[config.mk]
export PLATFORM = sky130hd
export DESIGN_NAME = pc_sequencer
export DESIGN_NICKNAME = d
export VERILOG_FILES = /design/src/rtl/pc_sequencer.sv
export SDC_FILE = /design/constraint.sdc
export NUM_CORES = 1
export LEC_CHECK = 0
export ABC_CLOCK_PERIOD_IN_PS = 3950
export CAP_MARGIN = 15
export CORE_ASPECT_RATIO = 0.5
export CORE_MARGIN = 4
export CORE_UTILIZATION = 45
export DETAILED_ROUTE_END_ITERATION = 12
export GPL_TIMING_DRIVEN = 0
export PLACE_DENSITY = 0.86
export RECOVER_POWER = 50
export SLEW_MARGIN = 20
export SYNTH_ARGS = -nofsm -noshare
export SYNTH_HDL_FRONTEND = slang
export SYNTH_SLANG_ARGS = --single-unit
[constraint.sdc]
create_clock -name clk -period 3.95 [get_ports clk]
set_input_delay 0.5925 -clock clk [delete_from_list [all_inputs] [get_ports clk]]
set_output_delay 0.5925 -clock clk [all_outputs]
set_load 0.02 [all_outputs]
[src/rtl/pc_sequencer.sv]
`default_nettype none
// ============================================================================
// pc_sequencer : IDLE/FETCH/EXEC program-counter sequencer with branch/jump
//                resolution, misaligned-target trap and retired-instr counter.
// Revision     : 1.0
// ============================================================================
module pc_sequencer #(
  parameter int unsigned     XLEN         = 32,
  parameter logic [XLEN-1:0] RESET_VECTOR = '0,
  parameter logic [XLEN-1:0] TRAP_VECTOR  = XLEN'(32'h0000_0100),
  parameter int unsigned     CNT_W        = 32
) (
  input  logic             clk,
  input  logic             rst,
  input  logic             fetch_ack_i,
  input  logic             exec_valid_i,
  input  logic             stall_i,
  input  logic             branch_i,
  input  logic             jump_i,
  input  logic             jalr_i,
  input  logic [2:0]       branch_type_i,
  input  logic [XLEN-1:0]  rs1_i,
  input  logic [XLEN-1:0]  rs2_i,
  input  logic [XLEN-1:0]  imm_i,
  output logic             fetch_req_o,
  output logic [XLEN-1:0]  fetch_addr_o,
  output logic [XLEN-1:0]  pc_o,
  output logic [XLEN-1:0]  link_o,
  output logic             taken_o,
  output logic             trap_o,
  output logic [XLEN-1:0]  epc_o,
  output logic [CNT_W-1:0] instret_o
);

  typedef enum logic [1:0] {
    S_IDLE  = 2'd0,
    S_FETCH = 2'd1,
    S_EXEC  = 2'd2
  } state_t;

  state_t           r_state, w_state_nxt;
  logic [XLEN-1:0]  r_pc, w_pc_nxt;
  logic [XLEN-1:0]  r_epc, w_epc_nxt;
  logic             r_fetch_req, w_fetch_req_nxt;
  logic             r_taken, w_taken_nxt;
  logic             r_trap, w_trap_nxt;
  logic [CNT_W-1:0] r_instret, w_instret_nxt;

  logic             w_cond;
  logic             w_redirect;
  logic             w_misalign;
  logic             w_resolve;
  logic [XLEN-1:0]  w_target;
  logic [XLEN-1:0]  w_seq_pc;
  logic [XLEN-1:0]  w_rel_pc;
  logic [XLEN-1:0]  w_jalr_pc;

  assign w_seq_pc  = r_pc + XLEN'(4);
  assign w_rel_pc  = r_pc + imm_i;
  assign w_jalr_pc = (rs1_i + imm_i) & ~XLEN'(1);
  assign w_resolve = (r_state == S_EXEC) && exec_valid_i && !stall_i;

  // Encodings 010/011 are not branches and fall to not-taken.
  always_comb begin
    w_cond = 1'b0;
    case (branch_type_i)
      3'b000:  w_cond = (rs1_i == rs2_i);
      3'b001:  w_cond = (rs1_i != rs2_i);
      3'b100:  w_cond = ($signed(rs1_i) <  $signed(rs2_i));
      3'b101:  w_cond = ($signed(rs1_i) >= $signed(rs2_i));
      3'b110:  w_cond = (rs1_i <  rs2_i);
      3'b111:  w_cond = (rs1_i >= rs2_i);
      default: w_cond = 1'b0;
    endcase
  end

  always_comb begin
    w_redirect = 1'b1;
    w_target   = w_seq_pc;
    if (jalr_i) begin
      w_target = w_jalr_pc;
    end else if (jump_i || (branch_i && w_cond)) begin
      w_target = w_rel_pc;
    end else begin
      w_redirect = 1'b0;
    end
  end

  assign w_misalign = w_redirect && w_target[1];

  always_comb begin
    w_state_nxt     = r_state;
    w_pc_nxt        = r_pc;
    w_epc_nxt       = r_epc;
    w_fetch_req_nxt = r_fetch_req;
    w_taken_nxt     = 1'b0;
    w_trap_nxt      = 1'b0;
    w_instret_nxt   = r_instret;
    case (r_state)
      S_IDLE: begin
        w_state_nxt     = S_FETCH;
        w_fetch_req_nxt = 1'b1;
      end
      S_FETCH: begin
        if (fetch_ack_i) begin
          w_state_nxt     = S_EXEC;
          w_fetch_req_nxt = 1'b0;
        end
      end
      S_EXEC: begin
        if (w_resolve) begin
          w_state_nxt     = S_FETCH;
          w_fetch_req_nxt = 1'b1;
          if (w_misalign) begin
            w_pc_nxt   = TRAP_VECTOR;
            w_epc_nxt  = r_pc;
            w_trap_nxt = 1'b1;
          end else begin
            w_pc_nxt      = w_target;
            w_taken_nxt   = w_redirect;
            w_instret_nxt = r_instret + CNT_W'(1);
          end
        end
      end
      default: begin
        w_state_nxt     = S_IDLE;
        w_fetch_req_nxt = 1'b0;
      end
    endcase
  end

  always_ff @(posedge clk) begin
    if (rst) begin
      r_state     <= S_IDLE;
      r_pc        <= RESET_VECTOR;
      r_epc       <= '0;
      r_fetch_req <= 1'b0;
      r_taken     <= 1'b0;
      r_trap      <= 1'b0;
      r_instret   <= '0;
    end else begin
      r_state     <= w_state_nxt;
      r_pc        <= w_pc_nxt;
      r_epc       <= w_epc_nxt;
      r_fetch_req <= w_fetch_req_nxt;
      r_taken     <= w_taken_nxt;
      r_trap      <= w_trap_nxt;
      r_instret   <= w_instret_nxt;
    end
  end

  assign fetch_req_o  = r_fetch_req;
  assign fetch_addr_o = r_pc;
  assign pc_o         = r_pc;
  assign link_o       = r_pc + XLEN'(4);
  assign taken_o      = r_taken;
  assign trap_o       = r_trap;
  assign epc_o        = r_epc;
  assign instret_o    = r_instret;

endmodule
`default_nettype wire

Word-level counts from Yosys, hierarchy flattened. Index checks and enable logic that the tools add are counted.

Flip-flop bits (word level): 101. Bits of input ports: 107. Output and inout bits: 163. Logic and storage cells: 56.

Add/sub/neg operators: 4. Order comparisons: 4. Eq/ne operators: 11. Muxes and demuxes: 13. Bitwise gates (word level): 3. Reduce and logical (&&, ||, !) cells: 14.

Operator list (count): 2-to-1 mux 32 bit (3); adder 32 bit (2); >= comparator 32 bit (2); less-than comparator 32 bit (2); adder 32 x 1 -> 32 bit, second input constant (1); adder 32 x 3 -> 32 bit, second input constant (1); equality test 32 bit (1); inequality test 32 bit (1); equality test 3 bit, second input constant (4); case mux 1 bit (6 select lines) (1); case mux 2 bit (3 select lines) (1); AND reduction 3 bit (2); 2-to-1 mux 1 bit (5); logical AND 1 bit (4); 2-to-1 mux 2 bit (2); inequality test 2 bit, second input constant (2); AND reduction 2 bit (2); OR reduction 4 bit (1); equality test 3 x 1 -> 1 bit, second input constant (1); logical NOT 3 bit (1); NOT 1 bit (3); case mux 1 bit (3 select lines) (1); OR reduction 3 bit (1); equality test 2 x 1 -> 1 bit, second input constant (1); 4 further kinds (4).

Logic depth before layout (Yosys ltp). Gate-level depths: netlist (run 1).

Word-level depth: 9. Mapped depth: 13. Mapped depth without buffers: 11.

Worst setup path before layout (run 1). Ideal clock, no wire load.

Path type: input to register. Start: input rs2_i[31]. End: register r_instret[18], in the netlist instret_o[18]. Library setup time: 0.121 ns. Arrival time: 3.194 ns. Required time: 3.829 ns. Path slack: 0.635 ns. Stages: 12. Buffers on the path: 1. Path through: inv_1 > ha_1 > a21oi_2 > o21ai_2 > a2111oi_4 > a21oi_2 > or3_4 > o2111ai_4 > o21ai_2 > buf_6 > nor4b_1 > mux2_2.

Word-level cells in the longest chain between the ends: 9. Elaborated cells between the ends (all ways): 16. Those cells by class: order compare: 4; eq/ne: 2; mux: 5; bitwise: 1; reduce/logical: 4.

Ends and longest elaborated chain: start: declaration (line 23) `input logic [XLEN-1:0] rs2_i,`; >= comparator 32 bit (tied with other cells) (line 72) `3'b111: w_cond = (rs1_i >= rs2_i);`; case mux 1 bit (6 select lines) (*) (line 66) `case (branch_type_i)`; logical AND 1 bit (*) (line 82) `end else if (jump_i || (branch_i && w_cond)) begin`; logical OR 1 bit (*) (line 82); 2-to-1 mux 1 bit or 2-to-1 mux 32 bit (tied branches) (line 82); 2-to-1 mux 1 bit or 2-to-1 mux 32 bit (tied branches) (line 80) `if (jalr_i) begin`; logical AND 1 bit (*) (line 89) `assign w_misalign = w_redirect && w_target[1];`; NOT 1 bit (no source line) (*); AND reduction 3 bit (no source line) (*); end signal: assignment (line 148) `r_instret <= w_instret_nxt;`; end: declaration (line 47) `logic [CNT_W-1:0] r_instret, w_instret_nxt;`.

Every way passes the cells marked *; elsewhere a longest branch is shown, timed or not. A chain may end at the register's enable or synchronous reset.

Worst setup path in the final report (run 1).
Start: input rs1_i[28]. End: register r_instret[23], in the netlist instret_o[23].

Word-level cells in the longest chain between the ends: 9. Elaborated cells between the ends (all ways): 16. Those cells by class: order compare: 4; eq/ne: 2; mux: 5; bitwise: 1; reduce/logical: 4.

Ends and longest elaborated chain: start: declaration (line 22) `input logic [XLEN-1:0] rs1_i,`; >= comparator 32 bit (tied with other cells) (line 72); case mux 1 bit (6 select lines) (*) (line 66); logical AND 1 bit (*) (line 82); logical OR 1 bit (*) (line 82); 2-to-1 mux 1 bit or 2-to-1 mux 32 bit (tied branches) (line 82); 2-to-1 mux 1 bit or 2-to-1 mux 32 bit (tied branches) (line 80); logical AND 1 bit (*) (line 89); NOT 1 bit (no source line) (*); AND reduction 3 bit (no source line) (*).

Marks and branches as above.

==> results.md, run 1 <==
* Router iterations before antenna repair at 5
* Gate count of the mapped netlist at 1200
* Via count at between 10000 and 15000
* CTS Buffer Depth at 2
* Crit path required time at about 4200 ps
* Width of the die at ~210 um
* Max-cap viol count at 0
* TritonCTS clock tree: built
* Ports at 270
* Global placement routability congestion at 0.979
* Diode count at 0
* Average vias per placed instance at roughly 6.2
* Starting DRC count in detailed routing at 1200
* Post-DP HPWL at between 30 and 40 mm
* Synth top area share at about a fifth
* Met3 wire length at ~3.7 mm
* Ranking of synthesized cells by area: sky130_fd_sc_hd__dfxtp_1 21%, sky130_fd_sc_hd__ha_1 13%, sky130_fd_sc_hd__a21oi_1 6.5%
* Final period demand of the worst path at between 3000 and 4000 ps
* Critical path capture point type: flip-flop
* Worst Hold Class: flip-flop to flip-flop
* Fraction of final layout cells with drive strength greater than 1 at between 8 and 9%
* Antenna violation net count after detailed routing at 0
* Slowest Stage Delay on Critical Path at 500 ps
* H-tree levels at 3
* Post-synthesis adder-cell area fraction at about an eighth
* Highest layer used for signal routing: met5
* Pwr Density at about 210 nW/um^2
* Slowest-stage cell, CP: sky130_fd_sc_hd__clkdlybuf4s50_1
* Post-route fraction of the period consumed by the critical path at 97.9%
* Maximum fanout count along the critical path at 6
* Setup slack after placement at -866 ps
* Leakage component of the power at 5.73 nW
* CTS clock-pin slew for the worst setup and hold paths at 80 ps
* Overall routing resource usage at 31.2%
* Critical path arrival at about 4100 ps
* Port buffer count at 269
* Number of nets in the synthesized netlist at 1404
* Cell variety after synth at 75
* Number of buffers created by CTS at 9
* Final setup vio count at 0
* Mux contribution to synthesized area at under 10%
* Xor/xnor share of the synthesized area at 7.48%
* Layout Nets at 1701
* Worst vdd ir at 0.000197 V
* Insertion delay to the later sink of the worst-skew pair at ~360 ps
* Die outline height at around 110 um
* Most numerous cell in the Yosys netlist: sky130_fd_sc_hd__a21oi_1
* Simple-gate share of the synthesized area at 18.9%
* Status: completed
* Final Worst Setup Slack at 83.8 ps
* Total global routing overflow at 0
* Final Hold Slack at around 470 ps
* Final Routed Wirelength at roughly 38 mm
* Master cell of the clock root buffer: sky130_fd_sc_hd__clkbuf_16
* Relative area change from synthesis to final layout at 39.0%
* Relative slew slack at 45.7%
* CP most frequent cell: sky130_fd_sc_hd__buf_4
* Setup Crit Path Kind: primary input to flip-flop
* Portion of the post-synthesis area used by sequential elements at a little over a fifth
* Area enclosed by the die boundary at 23300 sq um
* Maximum frequency from static timing analysis at about 260 MHz
* Wirelength per Cell at 21.7 um
* Ys flop type: sky130_fd_sc_hd__dfxtp_1
* Global-route wire length before repair at 56.8 mm
* Dominant combinational cell family by area after synthesis: compound AO/OA/AOI/OAI gates
* Leading cell types by count after synthesis: 122 x sky130_fd_sc_hd__a21oi_1, 100 x sky130_fd_sc_hd__dfxtp_1, 95 x sky130_fd_sc_hd__ha_1, 89 x sky130_fd_sc_hd__o21ai_0
* Hold-fix buffers at CTS at 0
* Worst slew pin tran at a little over 800 ps
* Yosys synthesis warning count at 0
* CP startpoint kind: primary input
* CTS sink cnt at 100
* Post-synthesis cell area at around 9400 sq um
* Number of pins exceeding their max-slew limit in the final report at 0
* Worst path bufs/invs at 4
* Syn Area/Cell at 7.81 sq um
* Final setup TNS at 0 ps
* Largest area contributor in the netlist: sky130_fd_sc_hd__dfxtp_1
* WL met1 at 16.4 mm
* Number of global-route vias before repair at 10200
* Initial core utilization at between 40% and 50%
* EDFF count, synth at 0
* Cell class contributing the biggest share of worst-path delay: buffers and inverters
* Number of synthesized register bits at 100
* Worst Clk Skew at ~8.3 ps
* Final hold viol count at 0
* Number of antenna violations at the first check in global routing at 1
* Row Count at 36
* Share of synthesized flip-flops with an asynchronous set or reset at 0%
* Synthesized-area fraction occupied by ao, oa, aoi and oai cells at 28.6%
* Met2 WL at 17.6 mm
* Crit-path cells: clkdlybuf4s50_1, ha_1, nand4_1, buf_4, nor4_4, a21oi_1, a21oi_2, buf_4, a21oi_1, o211ai_4, o211ai_1, buf_4, nor4_2, mux2_2
* DRC violations left at 0
* Largest net degree at the start of global routing at 19
* Area of the placeable core at 20000 sq um
[power breakdown]
part	internal (mW)	switching (mW)	total, mW
clock	0.442	0.456	0.897
combinational	0.366	0.482	0.849
sequential	1.01	0.0101	1.02
total	1.82	0.948	2.77
[flip-flops by register name, indices dropped and copies added, names as in the netlist]
name	flops
epc_o	32
fetch_addr_o	32
fetch_req_o	1
instret_o	32
r_state	1
taken_o	1
trap_o	1
[layer usage]
metal  vias up  global-route usage [%]
met5         -                       0
met4         2                    6.84
met3        63                    6.36
met2       585                    51.1
met1      5244                    42.7
li1       5047                       -
[kinds of logic (layout without fill, tap and decap cells)]
group / Yosys count / after routing
simple gates: 344 / 344
compound gates: 406 / 406
flops: 100 / 100
xor+xnor: 80 / 80
fa+ha+maj: 97 / 97
buf+inv: 146 / 448
mux: 27 / 27
[cells in the final DEF, fill, tap and decap left out, types with 37 or more instances in the layout]
master                              n
sky130_fd_sc_hd__dlygate4sd3_1    125
sky130_fd_sc_hd__a21o_1            37
sky130_fd_sc_hd__o21ai_0           89
sky130_fd_sc_hd__nand3_1           68
sky130_fd_sc_hd__inv_1             66
sky130_fd_sc_hd__nand2_1           70
sky130_fd_sc_hd__clkdlybuf4s50_1  140
sky130_fd_sc_hd__dfxtp_1           97
sky130_fd_sc_hd__a21oi_1          120
sky130_fd_sc_hd__nor2_1            60
sky130_fd_sc_hd__buf_4             55
sky130_fd_sc_hd__xnor2_1           50
sky130_fd_sc_hd__ha_1              93
[worst register-to-register path: stages, from the launching register on]
cell and delay (ps):
sky130_fd_sc_hd__dfxtp_1 610, sky130_fd_sc_hd__ha_1 390, sky130_fd_sc_hd__a21o_1 220, sky130_fd_sc_hd__a211oi_2 580, sky130_fd_sc_hd__a21oi_1 170, sky130_fd_sc_hd__nand2_1 260
sky130_fd_sc_hd__a21o_1 200, sky130_fd_sc_hd__a2111oi_0 110, sky130_fd_sc_hd__a311o_1 370, sky130_fd_sc_hd__mux2_2 280, sky130_fd_sc_hd__a221o_1 310
[final cells by class]
type	count	area [sq um]
Multi-Input combinational cell	954	6840
Fill cell	1752	6930
Clock inverter	6	55.1
Timing Repair Buffer	286	2840
Sequential cell	100	2010
Clock buffer	10	229
Inverter	66	248
Buffer	80	475
Tap cell	266	333
[worst paths after layout]
check | from | end | slack [ps] | depth (start not counted)
worst max-delay path | rs1_i[28] | instret_o[23] | 80 | 14
worst max register to register | fetch_addr_o[15] | fetch_addr_o[24] | 350 | 10
worst min-delay path | epc_o[12] | epc_o[12] | 470 | 2
worst min register to register | epc_o[12] | epc_o[12] | 470 | 2
[repair_timing]
item / 4_1_cts / 5_1_grt
buffers inserted: 5 / 12
hold endpoints to repair: 0 / 0
gates resized for setup: 22 / 26
pin swaps: 6 / 14
setup endpoints to repair: 106 / 99
[through the flow]
stage          util [%]  instances  power [mW]  cell area [sq um]
2_1_floorplan         -       1200        1.53               9370
3_3_place_gp       62.1       1735        1.82              12400
3_5_place_dp       62.1       1735        1.83              12400
4_1_cts            64.3       1756        2.72              12800
5_1_grt            65.3       1768        2.87              13000
6_report           65.3       1768        2.77              13000
Power figures use the tool's default switching activity.
==> run 2: changes to the inputs <==
--- a/config.mk
+++ b/config.mk
@@ -8,7 +8,6 @@
 export ABC_CLOCK_PERIOD_IN_PS = 3950
 export CAP_MARGIN = 15
 export CORE_ASPECT_RATIO = 0.5
-export CORE_MARGIN = 4
 export CORE_UTILIZATION = 45
 export DETAILED_ROUTE_END_ITERATION = 12
 export GPL_TIMING_DRIVEN = 0
==> results.md, run 2 (synthesis results as in run 1) <==
* Status: completed
* Wirelength per Cell at 20.7 um
* Width of the die at 206 um
* DRC violations left at 0
* FF-to-FF End: fetch_addr_o[24]
* Area of the placeable core at 19900 sq um
* Relative slew slack at 49.7%
* Port buffer count at 269
* Master cell of the clock root buffer: sky130_fd_sc_hd__clkbuf_16
* CTS Buffer Depth at 2
* Diode count at 0
* Maximum frequency from static timing analysis at 255 MHz
* Via count at 10800
* Die outline height at 104 um
* Critical path capture point type: flip-flop
* Maximum fanout count along the critical path at 5
* Overall routing resource usage at 32.5%
* CTS sink cnt at 100
* Layout Nets at ~1700
* CTS clock-pin slew for the worst setup and hold paths at 80 ps
* Total global routing overflow at 0
* Relative area change from synthesis to final layout at 38.5%
* Average vias per placed instance at 6.14
* Worst vdd ir at 0.000251 V
* Finished Cell Area at 13000 sq um
* TritonCTS clock tree: built
* Highest-count cells in the layout ignoring fill and taps: 143 x sky130_fd_sc_hd__clkdlybuf4s50_1, 126 x sky130_fd_sc_hd__dlygate4sd3_1, 121 x sky130_fd_sc_hd__a21oi_1, 96 x sky130_fd_sc_hd__dfxtp_1, 94 x sky130_fd_sc_hd__ha_1
* Post-DP HPWL at between 20 and 30 mm
* Row Count at 36
* Ports at 270
* Min-delay src: epc_o[5]
* FF/Latch Area at 2010 sq um
* Final period demand of the worst path at 3920 ps
* Fraction of final layout cells with drive strength greater than 1 at 8.23%
* Setup Crit Path Kind: primary input to flip-flop
* Final hold viol count at 0
* Number of pins exceeding their max-slew limit in the final report at 0
* Area enclosed by the die boundary at 21400 sq um
* Global-route wire length before repair at 54.9 mm
* Leakage component of the power at roughly 5.6 nW
* Max-cap viol count at 0
* Crit path required time at 4200 ps
* Post-detailed-placement cell area at 12400 sq um
* Worst Reg2Reg Path Length in Cells at 10
* Worst setup path start: imm_i[0]
* Router iterations before antenna repair at 6
* Worst Hold Class: flip-flop to flip-flop
* Pwr Density at 217 nW/um^2
* Number of antenna violations at the first check in global routing at 0
* Number of buffers created by CTS at 9
* Starting DRC count in detailed routing at 1234
* Register-to-Register Setup Slack at 300 ps
* Largest net degree at the start of global routing at 22
* Number of global-route vias before repair at 10000
* H-tree levels at 3
* Area occupied by multi-input gates at 6830 sq um
* Final setup vio count at 0
* Worst setup endpoint: fetch_addr_o[24]
* Global placement routability congestion at 1.03
* Final Routed Wirelength at 36.4 mm
* Post-route fraction of the period consumed by the critical path at 99.3%
* Insertion delay to the later sink of the worst-skew pair at 360 ps
* RR Startpoint: fetch_addr_o[15]
* Critical path arrival at 4170 ps
* Filler cell count in the final layout at 1699
* Worst Clk Skew at about 12 ps
* Initial core utilization at 47.1%
* Total chip power at 2.82 mW
* Most frequent standard cell in the layout excluding fill and tap cells: sky130_fd_sc_hd__clkdlybuf4s50_1
* Antenna violation net count after detailed routing at 0
* Core utilization of the finished layout at 65.2%
* Worst slew pin tran at ~750 ps
* CP startpoint kind: primary input
[run 2: cell count changes in the layout (fill, tap and decap cells not counted), sizes merged, moves of 2 or more]
cell,previous run,this run
buf,62,54
clkdlybuf4s50,140,143
clkinv,1,5
clkinvlp,2,0
dlymetal6s2s,4,0
[run 2: layout make-up]
class / count / share of cell area [%]
multi-input cells: 954 / 52.6
repair buffers: 278 / 21.3
flip-flops and latches: 100 / 15.5
plain buffers: 80 / 3.69
well taps: 266 / 2.57
inverters: 66 / 1.91
clock buffers: 9 / 1.74
clock inverters: 7 / 0.723
[run 2: stage by stage]
step | hold slack, ps | std cells | setup WS (ps) | TNS, ps
2_1_floorplan | 494 | 1200 | 635 | 0
3_3_place_gp | 462 | 1735 | -824 | -51430
3_5_place_dp | 468 | 1735 | -915 | -60460
4_1_cts | 480 | 1753 | -18.3 | -18.3
5_1_grt | 497 | 1760 | -25.3 | -49.3
6_report | 479 | 1760 | 27.8 | 0
[run 2: report_power, final]
group          total, mW  leakage, nW  switching, mW  internal, mW
clock network      0.951        0.153          0.493         0.459
logic              0.843         4.69          0.480         0.363
registers           1.02        0.808         0.0102          1.01
total               2.82         5.65          0.983          1.83
[run 2: critical path, cell delays in order]
cell and delay (ps):
sky130_fd_sc_hd__clkdlybuf4s50_1 460, sky130_fd_sc_hd__ha_1 280, sky130_fd_sc_hd__fa_1 460, sky130_fd_sc_hd__a211oi_2 260, sky130_fd_sc_hd__nor3_1 120, sky130_fd_sc_hd__nor2_1 150
sky130_fd_sc_hd__o211a_1 320, sky130_fd_sc_hd__a21o_1 350, sky130_fd_sc_hd__a2111oi_0 180, sky130_fd_sc_hd__a311o_1 380, sky130_fd_sc_hd__mux2_2 280, sky130_fd_sc_hd__a221o_1 310
[run 2: what timing repair did]
action | 4_1_cts | 5_1_grt
setup buffers | 2 | 7
pin swaps | 2 | 11
hold buffers | 0 | 0
endpoints found under the setup margin | 107 | 95
gates resized for setup | 17 | 23
[run 2: metal layers]
| layer | routed length [um] | share of wire [%] | GRT usage [%] | vias up |
|---|---|---|---|---|
| li1 | - | - | - | 5042 |
| met1 | 15300 | 42 | 44.7 | 5053 |
| met2 | 16300 | 45 | 51.8 | 622 |
| met3 | 3820 | 10 | 5.42 | 86 |
| met4 | 963 | 2.6 | 9.72 | 0 |
| met5 | 0 | 0 | 0 | - |
[run 2: how the worst min path moves through the flow]
stage | to | cells after the start
finish | epc_o[5] | 2
detailed placement | epc_o[5] | 2
global route | epc_o[22] | 2
CTS | epc_o[5] | 2
global placement | epc_o[27] | 2
floorplan | r_state[1] | 2
==> run 3: changes to the inputs <==
--- a/config.mk
+++ b/config.mk
@@ -9,6 +9,7 @@
 export CAP_MARGIN = 15
 export CORE_ASPECT_RATIO = 0.5
 export CORE_UTILIZATION = 45
+export CTS_BUF_LIST = sky130_fd_sc_hd__clkbuf_4 sky130_fd_sc_hd__clkbuf_8 sky130_fd_sc_hd__clkbuf_16
 export DETAILED_ROUTE_END_ITERATION = 12
 export GPL_TIMING_DRIVEN = 0
 export PLACE_DENSITY = 0.86
==> results of run 3 <==
Final layout, timing and power as in run 2 (identical DEF).
